[config.mk]
export PLATFORM = sky130hd
export DESIGN_NAME = instr_encoder_flat
export DESIGN_NICKNAME = d
export VERILOG_FILES = /design/src/rtl/instr_encoder_if.sv /design/src/rtl/instr_encoder.sv /design/src/flat_wrapper.sv
export SDC_FILE = /design/constraint.sdc
export NUM_CORES = 1
export LEC_CHECK = 0
export CAP_MARGIN = 20
export CORE_MARGIN = 2
export CORE_UTILIZATION = 35
export CTS_CLUSTER_SIZE = 10
export DETAILED_ROUTE_END_ITERATION = 12
export PLACE_DENSITY = 0.64
export SLEW_MARGIN = 10
export SYNTH_ARGS = -nofsm -noshare
export SYNTH_HDL_FRONTEND = slang
export SYNTH_SLANG_ARGS = --single-unit
[constraint.sdc]
create_clock -name clk -period 3 [get_ports clk]
set_input_delay 0.6 -clock clk [delete_from_list [all_inputs] [get_ports clk]]
set_output_delay 0.6 -clock clk [all_outputs]
set_load 0.005 [all_outputs]
[src/rtl/instr_encoder_if.sv]
// Request/response bundle for instr_encoder: symbolic request in, encoded words out.
// The master drives requests and pops words; the slave is the encoder.
interface instr_encoder_if #(
   parameter int FIFO_DEPTH = 4
);
   localparam int CW = $clog2(FIFO_DEPTH) + 1;

   logic          req_valid;
   logic          req_ready;
   logic [4:0]    req_op;
   logic [4:0]    req_rs;
   logic [4:0]    req_rt;
   logic [4:0]    req_rd;
   logic [4:0]    req_shamt;
   logic [31:0]   req_imm;
   logic          out_valid;
   logic          out_ready;
   logic [31:0]   out_instr;
   logic [CW-1:0] out_count;
   logic          err;

   modport master (
      output req_valid, req_op, req_rs, req_rt, req_rd, req_shamt, req_imm, out_ready,
      input  req_ready, out_valid, out_instr, out_count, err
   );

   modport slave (
      input  req_valid, req_op, req_rs, req_rt, req_rd, req_shamt, req_imm, out_ready,
      output req_ready, out_valid, out_instr, out_count, err
   );
endinterface

[src/rtl/instr_encoder.sv]
// MIPS instruction encoder feeding a first-word-fall-through FIFO.
// Define INSTR_ENCODER_PSEUDO_EN to enable the LI pseudo-op (two-word expansion via LI_LO).
module instr_encoder #(
   parameter int FIFO_DEPTH = 4
) (
   input logic           clk,
   input logic           reset,
   instr_encoder_if.slave bus
);
   localparam int CW = $clog2(FIFO_DEPTH) + 1;
   localparam int PW = $clog2(FIFO_DEPTH);

   typedef enum logic [0:0] {S_IDLE = 1'b0, S_LI_LO = 1'b1} state_t;

   typedef struct packed {
      logic        ok;
      logic        two;
      logic [31:0] word;
   } enc_t;

   function automatic enc_t f_encode(input logic [4:0] op, input logic [4:0] rs,
                                     input logic [4:0] rt, input logic [4:0] rd,
                                     input logic [4:0] sh, input logic [31:0] imm);
      enc_t e;
      e = '0;
      e.ok = 1'b1;
      case (op)
         5'd0:  e.word = {6'b000000, rs, rt, rd, 5'd0, 6'b100001};
         5'd1:  e.word = {6'b000000, rs, rt, rd, 5'd0, 6'b100011};
         5'd2:  e.word = {6'b000000, rs, rt, rd, 5'd0, 6'b100100};
         5'd3:  e.word = {6'b000000, rs, rt, rd, 5'd0, 6'b100101};
         5'd4:  e.word = {6'b000000, rs, rt, rd, 5'd0, 6'b100110};
         5'd5:  e.word = {6'b000000, rs, rt, rd, 5'd0, 6'b100111};
         5'd6:  e.word = {6'b000000, rs, rt, rd, 5'd0, 6'b101010};
         5'd7:  e.word = {6'b000000, rs, rt, rd, 5'd0, 6'b101011};
         5'd8:  e.word = {6'b000000, 5'd0, rt, rd, sh, 6'b000000};
         5'd9:  e.word = {6'b000000, 5'd0, rt, rd, sh, 6'b000010};
         5'd10: e.word = {6'b000000, 5'd0, rt, rd, sh, 6'b000011};
         5'd11: e.word = {6'b000000, rs, 15'd0, 6'b001000};
         5'd12: e.word = {6'b000000, rs, 5'd0, rd, 5'd0, 6'b001001};
         5'd13: e.word = {6'b001001, rs, rt, imm[15:0]};
         5'd14: e.word = {6'b001101, rs, rt, imm[15:0]};
         5'd15: e.word = {6'b001111, 5'd0, rt, imm[15:0]};
         5'd16: e.word = {6'b100011, rs, rt, imm[15:0]};
         5'd17: e.word = {6'b101011, rs, rt, imm[15:0]};
         5'd18: e.word = {6'b000100, rs, rt, imm[15:0]};
         5'd19: e.word = {6'b000101, rs, rt, imm[15:0]};
         5'd20: e.word = {6'b000011, imm[25:0]};
         5'd21: e.word = {6'b010000, 5'b00000, rt, rd, 11'd0};
         5'd22: e.word = {6'b010000, 5'b00100, rt, rd, 11'd0};
         5'd23: e.word = 32'h4200_0018;
         5'd24: begin
            // Short forms: ORI when the upper half is zero, LUI alone when the lower half is zero.
            e.word = (imm[31:16] == 16'd0) ? {6'b001101, 5'd0, rt, imm[15:0]}
                                           : {6'b001111, 5'd0, rt, imm[31:16]};
            e.two  = (imm[31:16] != 16'd0) && (imm[15:0] != 16'd0);
`ifdef INSTR_ENCODER_PSEUDO_EN
            e.ok   = 1'b1;
`else
            e.ok   = 1'b0;
`endif
         end
         5'd25:   e.word = 32'h0000_0000;
         default: e.ok = 1'b0;
      endcase
      return e;
   endfunction

   state_t        r_state;
   logic [CW-1:0] r_count;
   logic [PW-1:0] r_wr_ptr;
   logic [PW-1:0] r_rd_ptr;
   logic          r_err;
   logic [4:0]    r_li_rt;
   logic [15:0]   r_li_imm;
   logic [31:0]   r_mem [FIFO_DEPTH];

   enc_t          w_enc;
   logic          w_full;
   logic          w_valid;
   logic          w_li_lo;
   logic          w_req_ready;
   logic          w_accept;
   logic          w_push;
   logic          w_pop;
   logic [31:0]   w_push_word;

   always_comb begin
      w_enc       = f_encode(bus.req_op, bus.req_rs, bus.req_rt, bus.req_rd,
                             bus.req_shamt, bus.req_imm);
      w_full      = (r_count == CW'(FIFO_DEPTH));
      w_valid     = (r_count != {CW{1'b0}});
      w_li_lo     = (r_state == S_LI_LO);
      w_req_ready = !w_li_lo && !w_full;
      w_accept    = bus.req_valid && w_req_ready;
      w_pop       = w_valid && bus.out_ready;
      if (w_li_lo) begin
         w_push      = !w_full;
         w_push_word = {6'b001101, r_li_rt, r_li_rt, r_li_imm};
      end else begin
         w_push      = w_accept && w_enc.ok;
         w_push_word = w_enc.word;
      end
   end

   assign bus.req_ready = w_req_ready;
   assign bus.out_valid = w_valid;
   assign bus.out_instr = w_valid ? r_mem[r_rd_ptr] : 32'h0000_0000;
   assign bus.out_count = r_count;
   assign bus.err       = r_err;

   always_ff @(posedge clk or posedge reset) begin
      if (reset) begin
         r_state  <= S_IDLE;
         r_count  <= {CW{1'b0}};
         r_wr_ptr <= {PW{1'b0}};
         r_rd_ptr <= {PW{1'b0}};
         r_err    <= 1'b0;
         r_li_rt  <= 5'd0;
         r_li_imm <= 16'd0;
      end else begin
         r_err   <= w_accept && !w_enc.ok;
         r_count <= r_count + CW'(w_push) - CW'(w_pop);
         if (w_push) r_wr_ptr <= r_wr_ptr + 1'b1;
         if (w_pop)  r_rd_ptr <= r_rd_ptr + 1'b1;
         case (r_state)
            S_IDLE: begin
               if (w_accept && w_enc.ok && w_enc.two) begin
                  r_state  <= S_LI_LO;
                  r_li_rt  <= bus.req_rt;
                  r_li_imm <= bus.req_imm[15:0];
               end
            end
            S_LI_LO: begin
               if (!w_full) r_state <= S_IDLE;
            end
            default: r_state <= S_IDLE;
         endcase
      end
   end

   // Storage needs no reset: the count gates visibility of every entry.
   always_ff @(posedge clk) begin
      if (w_push) r_mem[r_wr_ptr] <= w_push_word;
   end
endmodule

[src/flat_wrapper.sv]
// flat-port wrapper written by rule: the top's interface ports become plain ports
module instr_encoder_flat 
#(
   parameter int FIFO_DEPTH = 4
)
  (clk, reset, bus_req_valid, bus_req_op, bus_req_rs, bus_req_rt, bus_req_rd, bus_req_shamt, bus_req_imm, bus_out_ready, bus_req_ready, bus_out_valid, bus_out_instr, bus_out_count, bus_err);
  instr_encoder_if #(.FIFO_DEPTH(FIFO_DEPTH)) bus_i ();
  input logic clk;
  input logic reset;
  input wire logic [$bits(bus_i.req_valid)-1:0] bus_req_valid;
  input wire logic [$bits(bus_i.req_op)-1:0] bus_req_op;
  input wire logic [$bits(bus_i.req_rs)-1:0] bus_req_rs;
  input wire logic [$bits(bus_i.req_rt)-1:0] bus_req_rt;
  input wire logic [$bits(bus_i.req_rd)-1:0] bus_req_rd;
  input wire logic [$bits(bus_i.req_shamt)-1:0] bus_req_shamt;
  input wire logic [$bits(bus_i.req_imm)-1:0] bus_req_imm;
  input wire logic [$bits(bus_i.out_ready)-1:0] bus_out_ready;
  output wire logic [$bits(bus_i.req_ready)-1:0] bus_req_ready;
  output wire logic [$bits(bus_i.out_valid)-1:0] bus_out_valid;
  output wire logic [$bits(bus_i.out_instr)-1:0] bus_out_instr;
  output wire logic [$bits(bus_i.out_count)-1:0] bus_out_count;
  output wire logic [$bits(bus_i.err)-1:0] bus_err;
  assign bus_i.req_valid = bus_req_valid;
  assign bus_i.req_op = bus_req_op;
  assign bus_i.req_rs = bus_req_rs;
  assign bus_i.req_rt = bus_req_rt;
  assign bus_i.req_rd = bus_req_rd;
  assign bus_i.req_shamt = bus_req_shamt;
  assign bus_i.req_imm = bus_req_imm;
  assign bus_i.out_ready = bus_out_ready;
  assign bus_req_ready = bus_i.req_ready;
  assign bus_out_valid = bus_i.out_valid;
  assign bus_out_instr = bus_i.out_instr;
  assign bus_out_count = bus_i.out_count;
  assign bus_err = bus_i.err;
  instr_encoder #(.FIFO_DEPTH(FIFO_DEPTH)) u_core (.clk(clk), .reset(reset), .bus(bus_i));
endmodule
Word-level counts from Yosys, hierarchy flattened
Memory sizes are Yosys's and may differ from the RTL's.
Index checks and enable logic that the tools add are counted.

word-level totals
  bits in registers = 30
  bits in writable memories = 128
  input port bits = 61
  output and inout bits = 38
  logic and storage cells = 68
  memories = 1

cells by class
  add/sub/neg operators = 4
  eq/ne operators = 26
  muxes and demuxes = 12
  bitwise operators = 1
  reductions and logical operators = 17

memories
  name          words  width  read ports  clocked after Yosys merged registers in  wr ports  RTL line             RTL
  u_core.r_mem  4      32     1           0                                        1         instr_encoder.sv:76  logic [31:0] r_mem [FIFO_DEPTH];

operators by type and width
  cell                 count
  $pmux 32 s25         1
  $mux 32              2
  $eq 5x5->1 const B   10
  $eq 5x4->1 const B   8
  $reduce_bool 16->1   2
  $mux 28              1
  $reduce_or 25->1     1
  $eq 5x3->1 const B   4
  $logic_not 16->1     1
  $eq 5x2->1 const B   2
  $logic_and 1x1->1    7
  $mux 1               7
  $eq 5x1->1 const B   1
  $logic_not 5->1      1
  $add 2x1->2 const B  2
  $add 3x1->3          1
  $eq 3x3->1 const B   1
  $logic_not 1->1      3
  $reduce_bool 3->1    1
  $sub 3x1->3          1
  $pmux 1 s2           1
  $reduce_and 2->1     1
  $not 1->1            1

Depth between registers and ports, before layout
  word-level depth = 8
  mapped depth = 9
  depth with buffers taken out = 9

Least setup slack after synthesis
Ideal clock, no wire load.

  path type = input-to-reg
  start = input port bus_req_op[1]
  end = memory u_core.r_mem[0][0] (enable)
  library setup time = 0.392 ns
  arrival time = 2.194 ns
  data required time = 2.608 ns
  setup slack = 0.414 ns
  cell stages on the path = 5
  path buffers = 1
  cells stage by stage = buf_2 -> nor3b_1 -> o21ai_0 -> a21oi_2 -> and2_1

between the ends
  word-level cells in the longest chain between the ends = 7
  elaborated cells between the ends (all ways) = 31
  classes of those cells = eq/ne (24); mux (4); reduce/logical (3)

RTL lines
  item                                      RTL line              RTL
  from (decl)                               flat_wrapper.sv:11    input wire logic [$bits(bus_i.req_op)-1:0] bus_req_op;
  $eq 5x1->1, or another cell as far along  instr_encoder.sv:27   case (op)
  $reduce_or 25->1 (no source line) *       n/a
  $mux 1 *                                  instr_encoder.sv:27
  $logic_and 1x1->1 *                       instr_encoder.sv:101  w_push = w_accept && w_enc.ok;
  $mux 1 *                                  instr_encoder.sv:97   if (w_li_lo) begin
  $mux 1 *                                  instr_encoder.sv:144  if (w_push) r_mem[r_wr_ptr] <= w_push_word;
  $mux 1 (not written as such) *            instr_encoder.sv:144
  to (decl)                                 instr_encoder.sv:76

Mark *: on every way between the ends. The rest lies on a longest branch, timed or not.

Worst setup path after layout
  start = register u_core.r_rd_ptr[0]
  end = output port bus_out_instr[30]

between the ends
  word-level cells in the longest chain between the ends = 2

RTL lines
  item                    RTL line              RTL
  from (decl)             instr_encoder.sv:72   logic [PW-1:0] r_rd_ptr;
  from (signal assigned)  instr_encoder.sv:117  r_rd_ptr <= {PW{1'b0}};
  from (signal assigned)  instr_encoder.sv:125  if (w_pop) r_rd_ptr <= r_rd_ptr + 1'b1;
  $mem_v2 4x32            n/a
  $mux 32                 instr_encoder.sv:108  assign bus.out_instr = w_valid ? r_mem[r_rd_ptr] : 32'h0000_0000;
  to (decl)               flat_wrapper.sv:20    output wire logic [$bits(bus_i.out_instr)-1:0] bus_out_instr;

No other way between the ends.

==> results.sh <==
export IMPL_synth_flop_cell="edfxtp_1"
export IMPL_power_mw=7.89
export IMPL_avgRoutedWirePerCell_um=20.8
export IMPL_antenna_found_initial=0
export IMPL_syn_mean_instance_area_um2=14.3
export IMPL_ys_ff_latch=158
export IMPL_stdcell_count=882
export IMPL_clock_skew_ns=0.0104
export IMPL_hold_buffers=0
export IMPL_crit_arrival_ns=2.30
export IMPL_async_flop_share=0.190
export IMPL_start_kind="flip-flop"
export IMPL_p_int_mw=5.77
export IMPL_tightest_slew_ns=0.781
export IMPL_hpwl_mm=12.1
export IMPL_critPathBufInv=3
export IMPL_tns_ns=0
export IMPL_yosysUniqueCellTypes=58
export IMPL_synthTopCellsByCount="edfxtp_1 (128), and2_1 (47), clkbuf_1 (34)"
export IMPL_hold_viol=0
export IMPL_fin_util=0.459
export IMPL_die_h_um=148
export IMPL_period_needed_ns=2.90
export IMPL_required_ns=2.40
export IMPL_yosysTopAreaCellShare=0.532
export IMPL_drive_above_1_share=0.172
export IMPL_p_per_area_nw_per_um2=849
export IMPL_end_kind="output port"
export IMPL_drv_cap=0
export IMPL_io_pin_count=99
export IMPL_track_usage=0.172
export IMPL_synth_edff_count=128
export IMPL_p_sw_frac=0.269
export IMPL_via_count=4683
export IMPL_period_share=0.966
export IMPL_crit_family="buffers and inverters"
export IMPL_comb_power_share=0.344
export IMPL_clk_path_buf_depth=2
export IMPL_syn_instance_count=504
export IMPL_critPathKind="reg2out"
export IMPL_die_area_um2=21800
export IMPL_drt_iter0_markers=335
export IMPL_clockRootBuffer="clkbuf_16"
export IMPL_maxSlewViolCount=0
export IMPL_hold_path_class="reg2reg"
export IMPL_grt_pass1_vias=4875
export IMPL_port_buffers=98
export IMPL_crit_slowest_cell="mux4_2"
export IMPL_tritoncts="yes"
export IMPL_yosys_cell_count_top_type="edfxtp_1"
export IMPL_ys_top_cells_by_area="edfxtp_1 (53%), dfrtp_1 (10%), mux4_2 (10%)"
export IMPL_numCtsBuffers=17
export IMPL_rsz0062_at_grt="false"
export IMPL_via_per_inst=5.31
export IMPL_switchingPower_mw=2.12
export IMPL_slew_headroom=0.479
export IMPL_syn_num_nets=572
export IMPL_nets=667
export IMPL_wl_mm=18.4
export IMPL_cp_slowest_stage_delay_ns=0.53
export IMPL_ir_drop_mv=0.471
export IMPL_p_leak_nw=3.30
export IMPL_die_w_um=148
export IMPL_clk_pin_slew_worst_paths_ns=0.07
export IMPL_start_util=0.357
export IMPL_yosysTopAreaCell="edfxtp_1"
export IMPL_core_area_um2=20200
export IMPL_cts_htree_levels=4
export IMPL_rows=52
export IMPL_grt_pass1_wl_mm=27.7
export IMPL_cts_sinks=158
export IMPL_netlist_area_um2=7230
export IMPL_drc=0
export IMPL_fmax_ghz=0.345
export IMPL_worstPathCellList="buf_12 > buf_16 > mux4_2 > and2_1 > clkdlybuf4s50_1"
export IMPL_dp_cells=847
export IMPL_clock_latency_ns=0.43
export IMPL_status="completed"
export IMPL_gp_congestion=0.875
export IMPL_yosysWarnings=0
export IMPL_finalSetupViolations=0
export IMPL_crit_path_max_fanout=16
export IMPL_drtAntennaViolNets=0
export IMPL_syn2layout_area_growth_pct=28.5
export IMPL_diodes=0
export IMPL_dr_pass1_iters=5
export IMPL_overflow=0
export IMPL_power_frac_seq=0.367
export IMPL_seq_area_frac_synth=0.636
export IMPL_grt_max_degree=35
export IMPL_clock_power_share=0.289
## final cells by class
| class | instances | area [um^2] |
|---|---|---|
| fill | 1752 | 10900 |
| sequential | 158 | 4600 |
| multi-input combinational | 272 | 2310 |
| timing repair buffer | 132 | 1340 |
| clock buffer | 19 | 443 |
| tap | 270 | 338 |
| clock inverter | 13 | 185 |
| inverter | 18 | 67.6 |
## sequential cells by signal, summed over array words and instances (netlist names)
register / cells
u_core.r_wr_ptr: 2
u_core.r_li_rt: 5
u_core.bus.err: 1
u_core.r_mem: 128
u_core.r_rd_ptr: 2
u_core.bus.out_count: 3
u_core.r_state: 1
u_core.r_li_imm: 16
## power by group through the flow
stage	Clock, mW	Sequential (mW)	Combinational [mW]
after floorplan	0	2.88	1.38
after global placement	0	2.92	2.63
after detailed placement	0	2.94	2.68
after CTS	2.30	2.91	2.75
after global routing	2.39	2.92	2.94
final	2.28	2.90	2.71
## what timing repair did
item                       in CTS  in global routing
resized for setup               0                  2
setup endpoints to repair       1                 17
gates cloned                    1                  0
buffers inserted                0                  2
## cells by family after synthesis
| family | synth area share |
|---|---|
| DFF | 0.636 |
| and+or+nand+nor | 0.106 |
| AOI/OAI and AO/OA | 0.0874 |
| buffers and inverters | 0.0441 |
| muxes | 0.104 |
| adders and majority gates | 0.0145 |
| xor gates and xnor gates | 0.00848 |
## cell usage in the layout (no fill, tap or decap), types with 3 or more instances in the layout
master,netlist,layout
nand3b_1,3,3
nand4_1,5,5
or3_1,3,3
nor3b_1,3,3
clkdlybuf4s50_1,0,98
a2111oi_0,3,3
clkbuf_16,0,17
mux4_2,32,32
ha_1,6,6
nor4_1,5,5
o21ai_0,9,9
a31oi_1,10,10
a21oi_1,20,20
nor3_1,14,14
inv_6,0,3
buf_12,0,7
buf_4,1,26
a221oi_1,5,5
and2_1,47,47
bufinv_16,0,4
a221o_1,9,9
inv_1,18,18
a22oi_1,11,11
nor2_1,13,13
dfrtp_1,30,28
edfxtp_1,128,128
nand2b_1,3,3
xnor2_1,6,6
nand2_1,22,22
nand3_1,6,6
## metal layers
layer	vias to the layer above	global-route usage	wire length, um
li1	2125	-	-
met1	2329	0.211	7420
met2	181	0.287	9200
met3	48	0.0358	962
met4	0	0.0928	780
met5	-	0	0
## worst reg2reg max path, stage by stage, from the launching register on
cell and delay (ns):
dfrtp_1 0.41, or3_1 0.40, and2_1 0.21, ha_1 0.28, inv_1 0.07, ha_1 0.14
inv_1 0.05, fa_1 0.40, xnor2_1 0.15, xnor2_1 0.13
## path summary, 6_finish.rpt
path / endpoint / slack [ns] / cells past startpoint / startpoint
max: bus_out_instr[30] / 0.10 / 5 / u_core.r_rd_ptr[0]
min: u_core.r_li_rt[2] / 0.37 / 0 / u_core.r_li_rt[2]
max reg2reg: u_core.bus.out_count[2] / 0.64 / 9 / u_core.bus.out_count[2]
min reg2reg: u_core.r_li_rt[2] / 0.37 / 0 / u_core.r_li_rt[2]
max in group asynchronous: u_core.r_li_imm[14] / 1.67 / 3 / reset
min in group asynchronous: u_core.r_wr_ptr[0] / 0.61 / 2 / reset
## stage by stage
| step | setup WS (ns) | hold WS [ns] | instance area (um^2) |
|---|---|---|---|
| floorplan | 0.414 | 0.421 | 7230 |
| global route | 0.0219 | 0.379 | 9290 |
| finish | 0.103 | 0.368 | 9290 |
| detailed placement | -0.0339 | 0.359 | 8600 |
| CTS | -0.0201 | 0.371 | 9270 |
| global placement | -0.0106 | 0.357 | 8600 |
(Power assumes the default switching activity.)
